--- src/rtl/wb_pkg.sv ---
// Shared types and widths for the Wishbone single-transfer initiator.
//   WB_ADR_W/WB_DAT_W/WB_SEL_W : bus field widths
//   wb_init_state_t            : initiator FSM state encoding
//   wb_rsp_t                   : registered response (read data, error, timeout)
package wb_pkg;

  localparam int WB_ADR_W = 32;
  localparam int WB_DAT_W = 32;
  localparam int WB_SEL_W = 4;

  typedef enum logic [1:0] {
    IDLE = 2'd0,
    BUS  = 2'd1,
    RESP = 2'd2
  } wb_init_state_t;

  typedef struct packed {
    logic [WB_DAT_W-1:0] dat;
    logic                err;
    logic                tmo;
  } wb_rsp_t;

endpackage

--- src/rtl/wb_timeout_ctr.sv ---
// Saturating up-counter that flags when a bus transfer has waited too long.
//   i_clk     : clock
//   i_rst_n   : synchronous active-low reset
//   i_clear   : zero the count (wins over i_enable)
//   i_enable  : count one cycle
//   o_expired : combinational, high while count == TIMEOUT_CYCLES-1
module wb_timeout_ctr #(
  parameter int TIMEOUT_CYCLES = 255,
  parameter int CNT_W          = 8
) (
  input  logic i_clk,
  input  logic i_rst_n,
  input  logic i_clear,
  input  logic i_enable,
  output logic o_expired
);

  localparam logic [CNT_W-1:0] LP_LIMIT = CNT_W'(TIMEOUT_CYCLES - 1);
  localparam logic [CNT_W-1:0] LP_MAX   = '1;

  logic [CNT_W-1:0] r_count;

  always_ff @(posedge i_clk) begin
    if (!i_rst_n) begin
      r_count <= '0;
    end else if (i_clear) begin
      r_count <= '0;
    end else if (i_enable && (r_count != LP_MAX)) begin
      // Hold at all-ones rather than wrapping back to zero.
      r_count <= r_count + 1'b1;
    end
  end

  assign o_expired = (r_count == LP_LIMIT);

endmodule

--- src/rtl/wb_initiator.sv ---
// Wishbone classic single-transfer master driven by a command/response port.
//   wb_clk_i, wb_rst_i (sync, active-low)
//   cmd_* : command in (valid/ready handshake, we/adr/dat/sel)
//   rsp_* : response out (valid/ready handshake, dat/err/tmo)
//   wbm_* : Wishbone master interface to the user-area slave
//
//   state | meaning
//   IDLE  | ready for a command, cyc/stb low
//   BUS   | cyc/stb high, waiting for err/ack or timeout
//   RESP  | response presented, waiting for rsp_ready_i
module wb_initiator
  import wb_pkg::*;
#(
  parameter int TIMEOUT_CYCLES = 255,
  parameter int CNT_W          = 8
) (
  input  logic                wb_clk_i,
  input  logic                wb_rst_i,

  input  logic                cmd_valid_i,
  output logic                cmd_ready_o,
  input  logic                cmd_we_i,
  input  logic [WB_ADR_W-1:0] cmd_adr_i,
  input  logic [WB_DAT_W-1:0] cmd_dat_i,
  input  logic [WB_SEL_W-1:0] cmd_sel_i,

  output logic                rsp_valid_o,
  input  logic                rsp_ready_i,
  output logic [WB_DAT_W-1:0] rsp_dat_o,
  output logic                rsp_err_o,
  output logic                rsp_tmo_o,

  output logic                wbm_cyc_o,
  output logic                wbm_stb_o,
  output logic                wbm_we_o,
  output logic [WB_ADR_W-1:0] wbm_adr_o,
  output logic [WB_DAT_W-1:0] wbm_dat_o,
  output logic [WB_SEL_W-1:0] wbm_sel_o,
  input  logic                wbm_ack_i,
  input  logic                wbm_err_i,
  input  logic [WB_DAT_W-1:0] wbm_dat_i
);

  wb_init_state_t r_state;
  wb_init_state_t w_state_nxt;

  logic                r_we;
  logic [WB_ADR_W-1:0] r_adr;
  logic [WB_DAT_W-1:0] r_dat;
  logic [WB_SEL_W-1:0] r_sel;
  wb_rsp_t             r_rsp;

  logic    w_cmd_load;
  logic    w_rsp_load;
  wb_rsp_t w_rsp_nxt;
  logic    w_cmd_ready;
  logic    w_bus_active;
  logic    w_rsp_valid;
  logic    w_expired;

  wb_timeout_ctr #(
    .TIMEOUT_CYCLES (TIMEOUT_CYCLES),
    .CNT_W          (CNT_W)
  ) u_timeout_ctr (
    .i_clk     (wb_clk_i),
    .i_rst_n   (wb_rst_i),
    .i_clear   (~w_bus_active | w_rsp_load),
    .i_enable  (w_bus_active),
    .o_expired (w_expired)
  );

  always_ff @(posedge wb_clk_i) begin
    if (!wb_rst_i) begin
      r_state <= IDLE;
    end else begin
      r_state <= w_state_nxt;
    end
  end

  always_comb begin
    w_state_nxt  = r_state;
    w_cmd_load   = 1'b0;
    w_rsp_load   = 1'b0;
    w_rsp_nxt    = '0;
    w_cmd_ready  = 1'b0;
    w_bus_active = 1'b0;
    w_rsp_valid  = 1'b0;
    unique case (r_state)
      IDLE: begin
        w_cmd_ready = 1'b1;
        if (cmd_valid_i) begin
          w_cmd_load  = 1'b1;
          w_state_nxt = BUS;
        end
      end
      BUS: begin
        w_bus_active = 1'b1;
        // err beats ack, and ack beats a timeout landing on the same edge.
        if (wbm_err_i) begin
          w_rsp_load    = 1'b1;
          w_rsp_nxt.err = 1'b1;
        end else if (wbm_ack_i) begin
          w_rsp_load    = 1'b1;
          w_rsp_nxt.dat = r_we ? '0 : wbm_dat_i;
        end else if (w_expired) begin
          w_rsp_load    = 1'b1;
          w_rsp_nxt.err = 1'b1;
          w_rsp_nxt.tmo = 1'b1;
        end
        if (w_rsp_load) begin
          w_state_nxt = RESP;
        end
      end
      RESP: begin
        w_rsp_valid = 1'b1;
        if (rsp_ready_i) begin
          w_state_nxt = IDLE;
        end
      end
      default: begin
        w_state_nxt = IDLE;
      end
    endcase
  end

  // Bus fields are only reloaded on accept, so they keep their last value while idle.
  always_ff @(posedge wb_clk_i) begin
    if (!wb_rst_i) begin
      r_we  <= 1'b0;
      r_adr <= '0;
      r_dat <= '0;
      r_sel <= '0;
    end else if (w_cmd_load) begin
      r_we  <= cmd_we_i;
      r_adr <= cmd_adr_i;
      r_dat <= cmd_dat_i;
      r_sel <= cmd_sel_i;
    end
  end

  always_ff @(posedge wb_clk_i) begin
    if (!wb_rst_i) begin
      r_rsp <= '0;
    end else if (w_rsp_load) begin
      r_rsp <= w_rsp_nxt;
    end
  end

  assign cmd_ready_o = w_cmd_ready;
  assign rsp_valid_o = w_rsp_valid;
  assign rsp_dat_o   = r_rsp.dat;
  assign rsp_err_o   = r_rsp.err;
  assign rsp_tmo_o   = r_rsp.tmo;
  assign wbm_cyc_o   = w_bus_active;
  assign wbm_stb_o   = w_bus_active;
  assign wbm_we_o    = r_we;
  assign wbm_adr_o   = r_adr;
  assign wbm_dat_o   = r_dat;
  assign wbm_sel_o   = r_sel;

endmodule
--- config.mk ---
export PLATFORM = sky130hd
export DESIGN_NAME = wb_initiator
export DESIGN_NICKNAME = d
export VERILOG_FILES = /design/src/rtl/wb_pkg.sv /design/src/rtl/wb_timeout_ctr.sv /design/src/rtl/wb_initiator.sv
export SDC_FILE = /design/constraint.sdc
export NUM_CORES = 1
export LEC_CHECK = 0
export CAP_MARGIN = 25
export CORE_AREA = 10 10 108 110
export DETAILED_ROUTE_END_ITERATION = 10
export DIE_AREA = 0 0 118 120
export DONT_BUFFER_PORTS = 1
export PLACE_DENSITY = 0.62
export SYNTH_ARGS = -nofsm -noshare
export SYNTH_HDL_FRONTEND = slang
export SYNTH_SLANG_ARGS = --single-unit
--- constraint.sdc ---
create_clock -name wb_clk_i -period 1.4 [get_ports wb_clk_i]
set_clock_uncertainty 0.05 [all_clocks]
set_input_delay 0.21 -clock wb_clk_i [delete_from_list [all_inputs] [get_ports wb_clk_i]]
set_output_delay 0.21 -clock wb_clk_i [all_outputs]
set_load 0.1 [all_outputs]
==> impl_results.md <==
* PwrDens at ~1300 nW/um^2
* Reg-to-reg slack, setup at -0.32 ns
* DP Area at ~5400 sq um
* Clock Path Buffers at 2
* Clk Tree Root Cell: clkbuf_8
* Core area at about 9500 sq um
* CP required at 1.72 ns
* HPWL after detailed placement at between 9000 and 10,000 microns
* #FFs+latches synth at 113
* Yosys top cell area share at 53.86%
* Vias post-DR at between 4,000 and 5,000
* Crit path time final at ~1.7 ns
* Yosys warns at 0
* Inst Count DP at roughly 680
* CP max stage cell: o31ai_1
* Worst R2R Path Depth at 7
* Num Clock Sinks at ~110
* Die area at 14,160 sq um
* Hold crit path type: primary input to flip-flop
* Gpl congestion at around 0.76
* CP Launch Type: flip-flop
* Largest net degree at the start of global routing at 75
* Routed WL at approximately 20,000 microns
* Mapped Area at ~4200 sq um
* Num rows at 36
* Data arrival, critical path at roughly 2 ns
* Mapped Nets at between 500 and 600
* Final setup violating endpoints at 89
* Leak pwr at about 3.4 nW
* Slew @ Worst Pin at roughly 0.53 ns
* Final Hold Fails at 0
* Library cells used by synthesis at 42
* Die Y at roughly 120 microns
* Most used cell, CP: buf_6
* Period utilisation layout at 122.8%
* Post-synthesis sequential area ratio at 53.86%
* CP Capture Type: flip-flop
* R2r endpoint: u_timeout_ctr.r_count[5]$_SDFFE_PP0P_
* Layout fillers at 416
* Reg clk slew, reported paths at 0.06 ns
* Worst skew pair latency at a little over 0.5 ns
* Worst r2r src: u_timeout_ctr.r_count[1]$_SDFFE_PP0P_
* Cell Chain, Critical Path: buf_6, ha_4, nand3_4, o21ai_4, buf_6, o31ai_1, a21oi_2
* Rel. slew slack at between 60 and 70%
* Setup WS post-layout at -0.3198 ns
* Slew Limit Fails at 0
* CP max FO at 3
* Die X at around 120 microns
* Failing checks: negative setup slack
* Area Growth Syn to Fin at 97.68%
* Top post-synthesis cells by area: dfxtp_1, nand2_1, a21boi_0
* CTS H-tree depth at 4
* Worst VDD drop at slightly above 0.0008 V
* Hold path endpoint: rsp_tmo_o$_SDFFE_PN0P_
* Post-synth ARST share at 0%
* WHS Path Cells at 2
* CTS buffer count at 17
* Post-synth EDFFs at 0
* Highest cell delay on the worst timing path at approximately 0.45 ns
* Main flop type after synthesis: dfxtp_1
* Initial antenna violation count at 4
* Commonest cells post-synth: nand2_1, dfxtp_1, a21boi_0, a22o_2, a22o_1
* Cell area after layout at roughly 8300 sq um
* Gate Count Post-Synth at between 400 and 500
* TritonCTS clock tree: done
* Count leader, synth: nand2_1
* DRT iter0 DRCs at approximately 290
* Largest area contributor in the netlist: dfxtp_1
* Fin nets at about 800
* Ports at 214
* Vias in the first global route at approximately 4,500
* I/O Buffers at 0
* Setup tns final at -10.24 ns
* Critical path class: flip-flop to flip-flop
* Max_cap viols at 0
* RSZ-0062 raised after global routing: true
* Via density at approximately 5.4
* Routed Antenna Nets at 0
* Outcome: finished, violations left
* Synthesized area per cell at 9.418 sq um
* Remaining DRCs at 0
* Maximum operating frequency at slightly below 0.6 GHz
* Layout cells sized above 1 at 38.72%
* Drt wl/cell at between 20 and 25 microns
* First-pass GRT wire length at approximately 25,000 microns
* Initial DRT Pass Iterations at 5
* Total GRT Usage at 22.20%
* GR Overflow Total at 0
* Hold path startpoint: wb_rst_i
* Initial Utilization at 43.99%
* Finished Layout Cells at about 840
==> cell type report <==
class	instances	area, sq um	area share (%)
Multi-Input combinational cell	301	2027	24.41
Inverter	3	18.77	0.2260
Timing Repair Buffer	257	3216	38.73
Sequential cell	113	2295	27.64
Tap cell	133	166.4	2.004
Clock inverter	9	107.6	1.296
Clock buffer	22	462.9	5.576
Antenna cell	4	10.01	0.1206
==> how the worst max path moves through the flow <==
stage,depth (start not counted),endpoint,from,slack [ns]
final,7,u_timeout_ctr.r_count[5]$_SDFFE_PP0P_,u_timeout_ctr.r_count[1]$_SDFFE_PP0P_,-0.32
after CTS,4,wbm_cyc_o,r_state[1]$_SDFFE_PN0P_,-0.21
after global placement,6,rsp_dat_o[22]$_SDFFE_PN0P_,u_timeout_ctr.r_count[0]$_SDFFE_PP0P_,-0.27
after global routing,7,rsp_dat_o[0]$_SDFFE_PN0P_,r_state[1]$_SDFFE_PN0P_,-0.33
after floorplan,6,wbm_we_o$_SDFFE_PN0P_,r_state[0]$_SDFFE_PN0P_,-0.24
after detailed placement,6,rsp_dat_o[26]$_SDFFE_PN0P_,u_timeout_ctr.r_count[0]$_SDFFE_PP0P_,-0.33
==> registers in the layout, summed over array words and instances (netlist names) <==
register and flops:
wbm_adr_o 32, rsp_err_o 1, r_state 2, rsp_tmo_o 1, rsp_dat_o 32, wbm_we_o 1, u_timeout_ctr.r_count 8, wbm_sel_o 4
wbm_dat_o 32
==> through the flow <==
stage | power, mW | utilization [%] | hold WS, ns | setup slack [ns]
floorplan | 5.139 | - | 0.2926 | -0.2375
global placement | 5.473 | 56.51 | 0.2833 | -0.2734
detailed placement | 5.499 | 56.51 | 0.2829 | -0.3334
CTS | 10.06 | 79.06 | 0.01332 | -0.2144
global route | 10.74 | 86.95 | 0.03171 | -0.3264
finish | 10.49 | 86.95 | 0.02603 | -0.3198
==> layer usage <==
layer | global-route usage [%] | vias to the layer above | wire, microns
li1 | - | 2026 | -
met1 | 21.51 | 2176 | 6701
met2 | 39.59 | 285 | 10990
met3 | 9.283 | 64 | 1627
met4 | 12.13 | 0 | 831
met5 | 0 | - | 0
==> report_power, final <==
group	switching (mW)	internal (mW)
combinational	1.80	0.970
sequential	0.151	3.38
clock	1.54	2.66
==> layout by cell type (no fill, tap or decap), types with 7 or more instances in the layout <==
master,n
nand2_1,132
buf_6,64
buf_12,38
a22o_1,15
a21boi_2,10
dlygate4sd3_1,105
a22o_2,17
dfxtp_1,91
nand2_2,7
clkbuf_16,21
buf_4,17
nor2_1,7
buf_8,26
a21boi_1,60
dfxtp_2,20
==> critical path, delay by kind of cell, from the launching register on <==
family	cells	cell delay, ns
adder cells (fa/ha/maj)	1	0.16
flip-flops	1	0.36
buffers and inverters	2	0.25
AND/OR/NAND/NOR	1	0.09
AO/OA/AOI/OAI	3	0.66
==> timing repair <==
action | 4_1_cts | 5_1_grt
hold buffers | 107 | 0
endpoints found under the setup margin | 141 | 139
pin swaps | 5 | 26
resized for setup | 122 | 202
buffers inserted | 2 | 10
cloned | 2 | 10
endpoints found under the hold margin | 113 | 0
==> cells by family after synthesis <==
group,after synthesis,synth area share [%]
and+or+nand+nor,177,18.20
xor gates and xnor gates,2,0.4171
muxes,1,0.2383
DFF,113,53.86
adders and majority gates,2,0.5957
AOI/OAI and AO/OA,116,22.22
buffers and inverters,35,4.468
No activity file was read; power rests on OpenSTA's default activity.
